File: src/rtl/dice_roll_controller.sv
// Dice roll sequencer: latches the selected die, spins the BCD value while a
// button is held, then runs a tick-paced slowing animation and settles.
module dice_roll_controller #(
  parameter int ANIM_STEPS = 8
) (
  input  logic       clk,
  input  logic       rst,
  input  logic       tick,
  input  logic [6:0] btn,
  output logic [3:0] digit10,
  output logic [3:0] digit1,
  output logic       blank_tens,
  output logic       rolling,
  output logic       result_valid
);

  typedef enum logic [1:0] {S_IDLE, S_HOLD, S_SETTLE, S_DONE} state_t;

  state_t     r_state;
  logic [3:0] r_d10, r_d1;
  logic [2:0] r_die;
  logic [4:0] r_step;
  logic [3:0] r_wait;
  logic       r_any_prev, r_block, r_rolling, r_valid;

  logic       w_any, w_edge, w_is100, w_step_due;
  logic [2:0] w_sel;
  logic [7:0] w_load, w_top, w_dec;

  function automatic logic [7:0] top_of(input logic [2:0] d);
    case (d)
      3'd0:    top_of = 8'h04;
      3'd1:    top_of = 8'h06;
      3'd2:    top_of = 8'h08;
      3'd3:    top_of = 8'h10;
      3'd4:    top_of = 8'h12;
      3'd5:    top_of = 8'h20;
      default: top_of = 8'h00;
    endcase
  endfunction

  assign w_any  = |btn;
  // r_block suppresses an edge for buttons that were already down at reset
  assign w_edge = w_any & ~r_any_prev & ~r_block;

  always_comb begin
    w_sel = 3'd0;
    for (int i = 6; i >= 0; i--)
      if (btn[i]) w_sel = 3'(i);
  end

  assign w_load  = top_of(w_sel);
  assign w_top   = top_of(r_die);
  assign w_is100 = (r_die == 3'd6);

  always_comb begin
    w_dec = {r_d10, r_d1 - 4'd1};
    if (!w_is100 && r_d10 == 4'd0 && r_d1 == 4'd1)
      w_dec = w_top;
    else if (r_d1 == 4'd0)
      w_dec = (r_d10 == 4'd0) ? 8'h99 : {r_d10 - 4'd1, 4'd9};
  end

  // Step s waits (s>>1)+1 ticks, so intervals run 1,1,2,2,3,3,...
  assign w_step_due = (r_wait == r_step[4:1]);

  always_ff @(posedge clk) begin
    if (rst) begin
      r_state    <= S_IDLE;
      r_d10      <= 4'd0;
      r_d1       <= 4'd1;
      r_die      <= 3'd1;
      r_step     <= 5'd0;
      r_wait     <= 4'd0;
      r_any_prev <= 1'b0;
      r_block    <= w_any;
      r_rolling  <= 1'b0;
      r_valid    <= 1'b0;
    end else begin
      r_any_prev <= w_any;
      if (!w_any) r_block <= 1'b0;
      r_valid <= 1'b0;
      case (r_state)
        S_IDLE: if (w_edge) begin
          r_die     <= w_sel;
          {r_d10, r_d1} <= w_load;
          r_state   <= S_HOLD;
          r_rolling <= 1'b1;
        end
        S_HOLD: begin
          if (w_any) begin
            {r_d10, r_d1} <= w_dec;
          end else begin
            r_state <= S_SETTLE;
            r_step  <= 5'd0;
            r_wait  <= 4'd0;
          end
        end
        S_SETTLE: if (tick) begin
          if (w_step_due) begin
            {r_d10, r_d1} <= w_dec;
            r_step <= r_step + 5'd1;
            r_wait <= 4'd0;
            if (r_step == 5'(ANIM_STEPS - 1)) begin
              r_state   <= S_DONE;
              r_rolling <= 1'b0;
              r_valid   <= 1'b1;
            end
          end else begin
            r_wait <= r_wait + 4'd1;
          end
        end
        default: r_state <= S_IDLE;
      endcase
    end
  end

  assign digit10      = r_d10;
  assign digit1       = r_d1;
  assign blank_tens   = (r_d10 == 4'd0) && !w_is100;
  assign rolling      = r_rolling;
  assign result_valid = r_valid;

endmodule

File: config.mk
export PLATFORM = sky130hd
export DESIGN_NAME = dice_roll_controller
export DESIGN_NICKNAME = d
export VERILOG_FILES = /design/src/rtl/dice_roll_controller.sv
export SDC_FILE = /design/constraint.sdc
export NUM_CORES = 1
export LEC_CHECK = 0
export ABC_AREA = 1
export CORE_MARGIN = 4
export CORE_UTILIZATION = 50
export CTS_CLUSTER_DIAMETER = 100
export CTS_CLUSTER_SIZE = 25
export DETAILED_ROUTE_END_ITERATION = 6
export PLACE_DENSITY = 0.81
export SETUP_SLACK_MARGIN = 0.3
export SLEW_MARGIN = 25
export SYNTH_ARGS = -nofsm -noshare
export SYNTH_HDL_FRONTEND = slang
export SYNTH_SLANG_ARGS = --single-unit
File: constraint.sdc
create_clock -name clk -period 1.6 [get_ports clk]
set_input_delay 0.16 -clock clk [delete_from_list [all_inputs] [get_ports clk]]
set_output_delay 0.16 -clock clk [all_outputs]
set_load 0.01 [all_outputs]
==> flow_summary.toml, run 1 <==
[run_status]
violations = "negative setup slack"
outcome = "complete, but fails checks"

[global_route]
grt-ovfl-total = 0
antenna_found_initial = 0
grt_max_degree = 15
grt_pass1_vias = 1900
grt_pass1_wl_um = 8630
grtUsageTotal = 0.244

[flow_run]
cap_viol_max_count = 0

[finish]
mostFrequentLayoutCells = "nand2_1, inv_1, buf_4"
finish.utilization = 0.797
antenna_cells = 0
final_common_cell = "nand2_1"
area_growth_pct = 51.1
instances_no_fill = 393
drive_gt1_frac = 0.383
nNetsFinal = 366

[sta]
tightest_slew_ps = 407
maxSlewHeadroom = 0.728
clock.fmax_mhz = 619
rsz0062_at_grt = "true"
clock_skew_ps = 8.16
setup_viol = 1
period_share = 1.01
setup_ws_ps = -15.8
period_needed_ps = 1620
drv_slew = 0
hold_viol = 0

[drt]
drcViolationCount = 0
drtIter0Drc = 149
first_pass_iters = 5
viasPerCell = 5.27
wire_per_inst_um = 13.8
totalWireLength_um = 5420
num_vias = 2073
antenna_left = 0

[synth]
syn_avg_cell_area_sq_um = 6.30
synthSimpleGateAreaFrac = 0.393
synth_xor_area_frac = 0.0243
synth_top_family_by_area = "simple AND/OR/NAND/NOR gates"
ys_types = 30
synth_nets = 304
ys_seq_elements = 26
synth_compound_area_frac = 0.124
synthAdderAreaFrac = 0.0556
synthMuxAreaShare = 0
yosysWarnings = 0
syn_inst = 286
ys_seq_area_frac = 0.295
netlist_area_sq_um = 1800

[pwr]
powerDensity_nw_per_um2 = 1420
p_leak_nw = 1.25
ir_drop_v = 0.00106
total_power_mw = 3.86

[setup_path]
cp-end-kind = "flip-flop"
crit_fanout = 5
cp.arrival_ps = 1850
start_kind = "flip-flop"
cp.required_ps = 1840
path_class = "flip-flop to flip-flop"

[clocking]
cts.path.max_buffers = 2
worstSkewPairLatency_ps = 330
clock-sinks = 26
cts_buffers = 3
cts_tree = "built"
root_buffer = "clkbuf_4"
clkTransAtPathRegs_ps = 160
htreeDepth = 1
hold_buffers = 0

[die]
dieArea_sq_um = 4620
fp.coreArea_sq_um = 3420
initial_utilization = 0.527
rows = 21
die_x_um = 68.0
die_h_um = 68.0
io_pins = 21

[place]
port_buffers = 20
dpl.hpwl_um = 3250
placed_cells = 372
gp_congestion = 0.865

[hold_path]
min_path_type = "flip-flop to flip-flop"
[final cells by class]
class / instances / area (sq um)
tap: 46 / 57.6
multi-input combinational: 210 / 1390
sequential: 26 / 567
inverter: 49 / 190
timing repair buffer: 58 / 487
clock buffer: 4 / 26.3
fill: 232 / 694
[timing repair]
item,in CTS,in global routing
resized for setup,77,21
cloned,2,0
endpoints found under the setup margin,32,25
pin swaps,34,15
setup buffers,10,5
[power by group]
part           leakage (nW)  switching [mW]  internal (mW)
clock                0.0150           0.210         0.0977
combinational          1.01            1.56           1.12
sequential            0.223           0.105          0.777
[stage by stage]
stage	hold slack [ps]	area (sq um)	TNS (ps)	worst slack (ps)
after floorplan	317	1890	0	231
after global placement	471	2300	-1050	-135
after detailed placement	459	2300	-1890	-164
after CTS	454	2620	0	76.3
after global routing	491	2720	-419	-90.8
final	484	2720	-15.8	-15.8
[path summary, 6_finish.rpt]
check	from	to	slack [ps]	cells after the start
worst max register to register	r_state[1]$_SDFFE_PP0P_	digit10[0]$_SDFFE_PP0P_	-20	9
worst max-delay path	r_state[1]$_SDFFE_PP0P_	digit10[0]$_SDFFE_PP0P_	-20	9
worst min-delay path	rolling$_SDFFE_PP0P_	rolling$_SDFFE_PP0P_	480	2
worst min register to register	rolling$_SDFFE_PP0P_	rolling$_SDFFE_PP0P_	480	2
[sequential cells by signal, summed over array words and instances, names as in the netlist, 2 cells and up]
signal,cells
r_step,5
r_die,3
digit10,4
r_state,2
digit1,4
r_wait,4
[logic make-up (layout without fill, tap and decap cells)]
group / count (synthesis) / after routing
xor gates and xnor gates: 5 / 5
and+or+nand+nor: 154 / 156
AOI/OAI and AO/OA: 41 / 41
adders and majority gates: 8 / 8
buffers and inverters: 52 / 111
DFF: 26 / 26
[metal layers]
layer / track usage / vias to the layer above / wire length [um]
met1: 0.291 / 931 / 2240
met4: 0.0868 / 0 / 177
met5: 0 / - / 0
met3: 0.0263 / 20 / 368
met2: 0.445 / 92 / 2640
li1: - / 1030 / -
[synth_stat cells (all sizes together)]
| master | number | share of area |
|---|---|---|
| nand3 | 18 | 0.056 |
| a21oi | 17 | 0.051 |
| o22ai | 1 | 0.0035 |
| nor2 | 46 | 0.12 |
| nor3 | 3 | 0.0083 |
| a31oi | 1 | 0.0035 |
| edfxtp | 1 | 0.017 |
| o211ai | 2 | 0.0083 |
| nor3b | 1 | 0.0042 |
| nand2 | 82 | 0.18 |
| dfxtp | 25 | 0.28 |
| nor4 | 1 | 0.0035 |
| o21ai | 19 | 0.053 |
| clkbuf | 3 | 0.0063 |
| nand4 | 3 | 0.014 |
| clkinv | 1 | 0.0021 |
| inv | 48 | 0.10 |
| a211oi | 1 | 0.0042 |
| ha | 8 | 0.056 |
| xor2 | 5 | 0.024 |
[worst max-delay path: stages, from the launching register on]
cell and delay, ps:
dfxtp_2 370, buf_6 120, ha_4 170, nand2_4 80
nand2_2 80, a21oi_4 200, buf_6 140, nand4_4 110
nor2_1 180, nor2_1 70
(Power assumes the default switching activity.)
==> inputs of run 2 (changes only) <==
--- a/config.mk
+++ b/config.mk
@@ -6,7 +6,6 @@
 export NUM_CORES = 1
 export LEC_CHECK = 0
 export ABC_AREA = 1
-export CORE_MARGIN = 4
 export CORE_UTILIZATION = 50
 export CTS_CLUSTER_DIAMETER = 100
 export CTS_CLUSTER_SIZE = 25
==> run 2 against run 1 <==
Effect of this change: largest power group unchanged; cell area rose by 5.8%; first-iteration DRC count rose by 85%; the flow still finishes with violations (negative setup slack); largest cell class unchanged; non-clock buffer count rose by 4.
==> flow_summary.toml, run 2 (same netlist as run 1, synthesis figures left out) <==
[sta]
setup_viol = 2
clock_skew_ps = 18.3
period_share = 1.03
rsz0062_at_grt = "true"
maxSlewHeadroom = 0.768
clock.fmax_mhz = 609
tightest_slew_ps = 347
hold_viol = 0
drv_slew = 0
period_needed_ps = 1640
setup_ws_ps = -41.1

[clocking]
clkTransAtPathRegs_ps = 180
cts_buffers = 3
cts.path.max_buffers = 2
cts_tree = "built"
worstSkewPairLatency_ps = 340
htreeDepth = 1
root_buffer = "clkbuf_4"
clock-sinks = 26
hold_buffers = 0

[setup_path]
start_kind = "flip-flop"
cp.arrival_ps = 1930
critPathTopFamily = "simple AND/OR/NAND/NOR gates"
path_class = "flip-flop to flip-flop"
startpoint = "r_state[0]$_SDFFE_PP0P_"
cp.required_ps = 1880
cp_common_cell = "nand2_1"
rr_startpoint = "r_state[0]$_SDFFE_PP0P_"
worstPathCellList = "inv_4, ha_4, nand2_4, nand2_2, a21oi_2, buf_4, nand4_4, nand2_1, nand2_1, nor2_1"
crit_buf_inv = 2
cp-end-kind = "flip-flop"
slowest_stage = "dfxtp_4"
crit_path_max_incr_delay_ps = 420
crit_fanout = 5

[hold_path]
min_path_type = "input pin to flip-flop"
hold_start = "tick"

[finish]
antenna_cells = 0
nNetsFinal = 370
drive_gt1_frac = 0.456
area_growth_pct = 59.9
top_register = "r_step"
final_common_cell = "nand2_1"
instances_no_fill = 397
largest_reg_flops = 5
mostFrequentLayoutCells = "nand2_1, buf_4, inv_1"

[run_status]
outcome = "complete, but fails checks"
violations = "negative setup slack"

[drt]
wire_per_inst_um = 16.9
viasPerCell = 5.74
totalWireLength_um = 6720
antenna_left = 0
drcViolationCount = 0
drtIter0Drc = 275
num_vias = 2279
first_pass_iters = 5

[die]
io_pins = 21
die_x_um = 62.0
dieArea_sq_um = 3840
die_h_um = 62.0
rows = 21
fp.coreArea_sq_um = 3390
initial_utilization = 0.531

[global_route]
grt_pass1_wl_um = 8020
grt_max_degree = 16
antenna_found_initial = 0
grtUsageTotal = 0.285
grt-ovfl-total = 0
grt_pass1_vias = 1857

[place]
port_buffers = 20
dpl.hpwl_um = 3130
placed_cells = 371
gp_congestion = 0.965

[pwr]
powerDensity_nw_per_um2 = 1520
p_leak_nw = 1.31
ir_drop_v = 0.000891
total_power_mw = 4.37

[flow_run]
cap_viol_max_count = 0
==> run 2: what timing repair did <==
item                                    CTS  global route
endpoints found under the hold margin     0             0
endpoints found under the setup margin   34            26
buffers inserted                         11             9
gates cloned                              2             0
gates resized for setup                  82            45
pin swaps                                27            22
==> run 2: where the power goes <==
group          internal, mW  switching (mW)  leakage [nW]
logic                  1.19            1.77          1.06
registers             0.789           0.134         0.224
clock network         0.253           0.231        0.0279
==> run 2: final cells by class <==
type	instances	area (sq um)
clock buffers	3	22.5
clock inverters	1	30.0
fillers	173	510
inverters	49	191
multi-input cells	210	1460
flip-flops and latches	26	571
well taps	46	57.6
repair buffers	62	546
==> run 2: per-layer routing <==
layer / track usage / part of all wire / vias up / wire length, um
li1: - / - / 1036 / -
met1: 0.331 / 0.38 / 1058 / 2560
met2: 0.494 / 0.49 / 148 / 3300
met3: 0.0745 / 0.087 / 37 / 584
met4: 0.117 / 0.040 / 0 / 272
met5: 0 / 0 / - / 0
==> run 2: path summary, 6_finish.rpt <==
path,to,slack (ps),cells after the start
worst max-delay path,digit10[1]$_SDFFE_PP0P_,-40,10
worst min register to register,r_wait[1]$_SDFFE_PP0P_,530,2
worst min-delay path,result_valid$_SDFF_PP0_,480,3
worst max register to register,digit10[1]$_SDFFE_PP0P_,-40,10
==> run 2: worst register-to-register path: cells and delay by family (launching register included) <==
family          cells  cell delay [ps]
simple gates        6              640
flops               1              420
buf+inv             2              190
fa+ha+maj           1              180
compound gates      1              150
==> run 2: through the flow <==
step / hold slack (ps) / worst slack (ps) / setup TNS (ps) / area, sq um / util
6_report: 483 / -41.1 / -60.0 / 2880 / 0.849
5_1_grt: 481 / -73.1 / -256 / 2880 / 0.849
4_1_cts: 454 / 91.4 / 0 / 2660 / 0.786
3_5_place_dp: 476 / -185 / -1740 / 2290 / 0.677
3_3_place_gp: 474 / -117 / -1040 / 2290 / 0.677
2_1_floorplan: 317 / 231 / 0 / 1890 / -
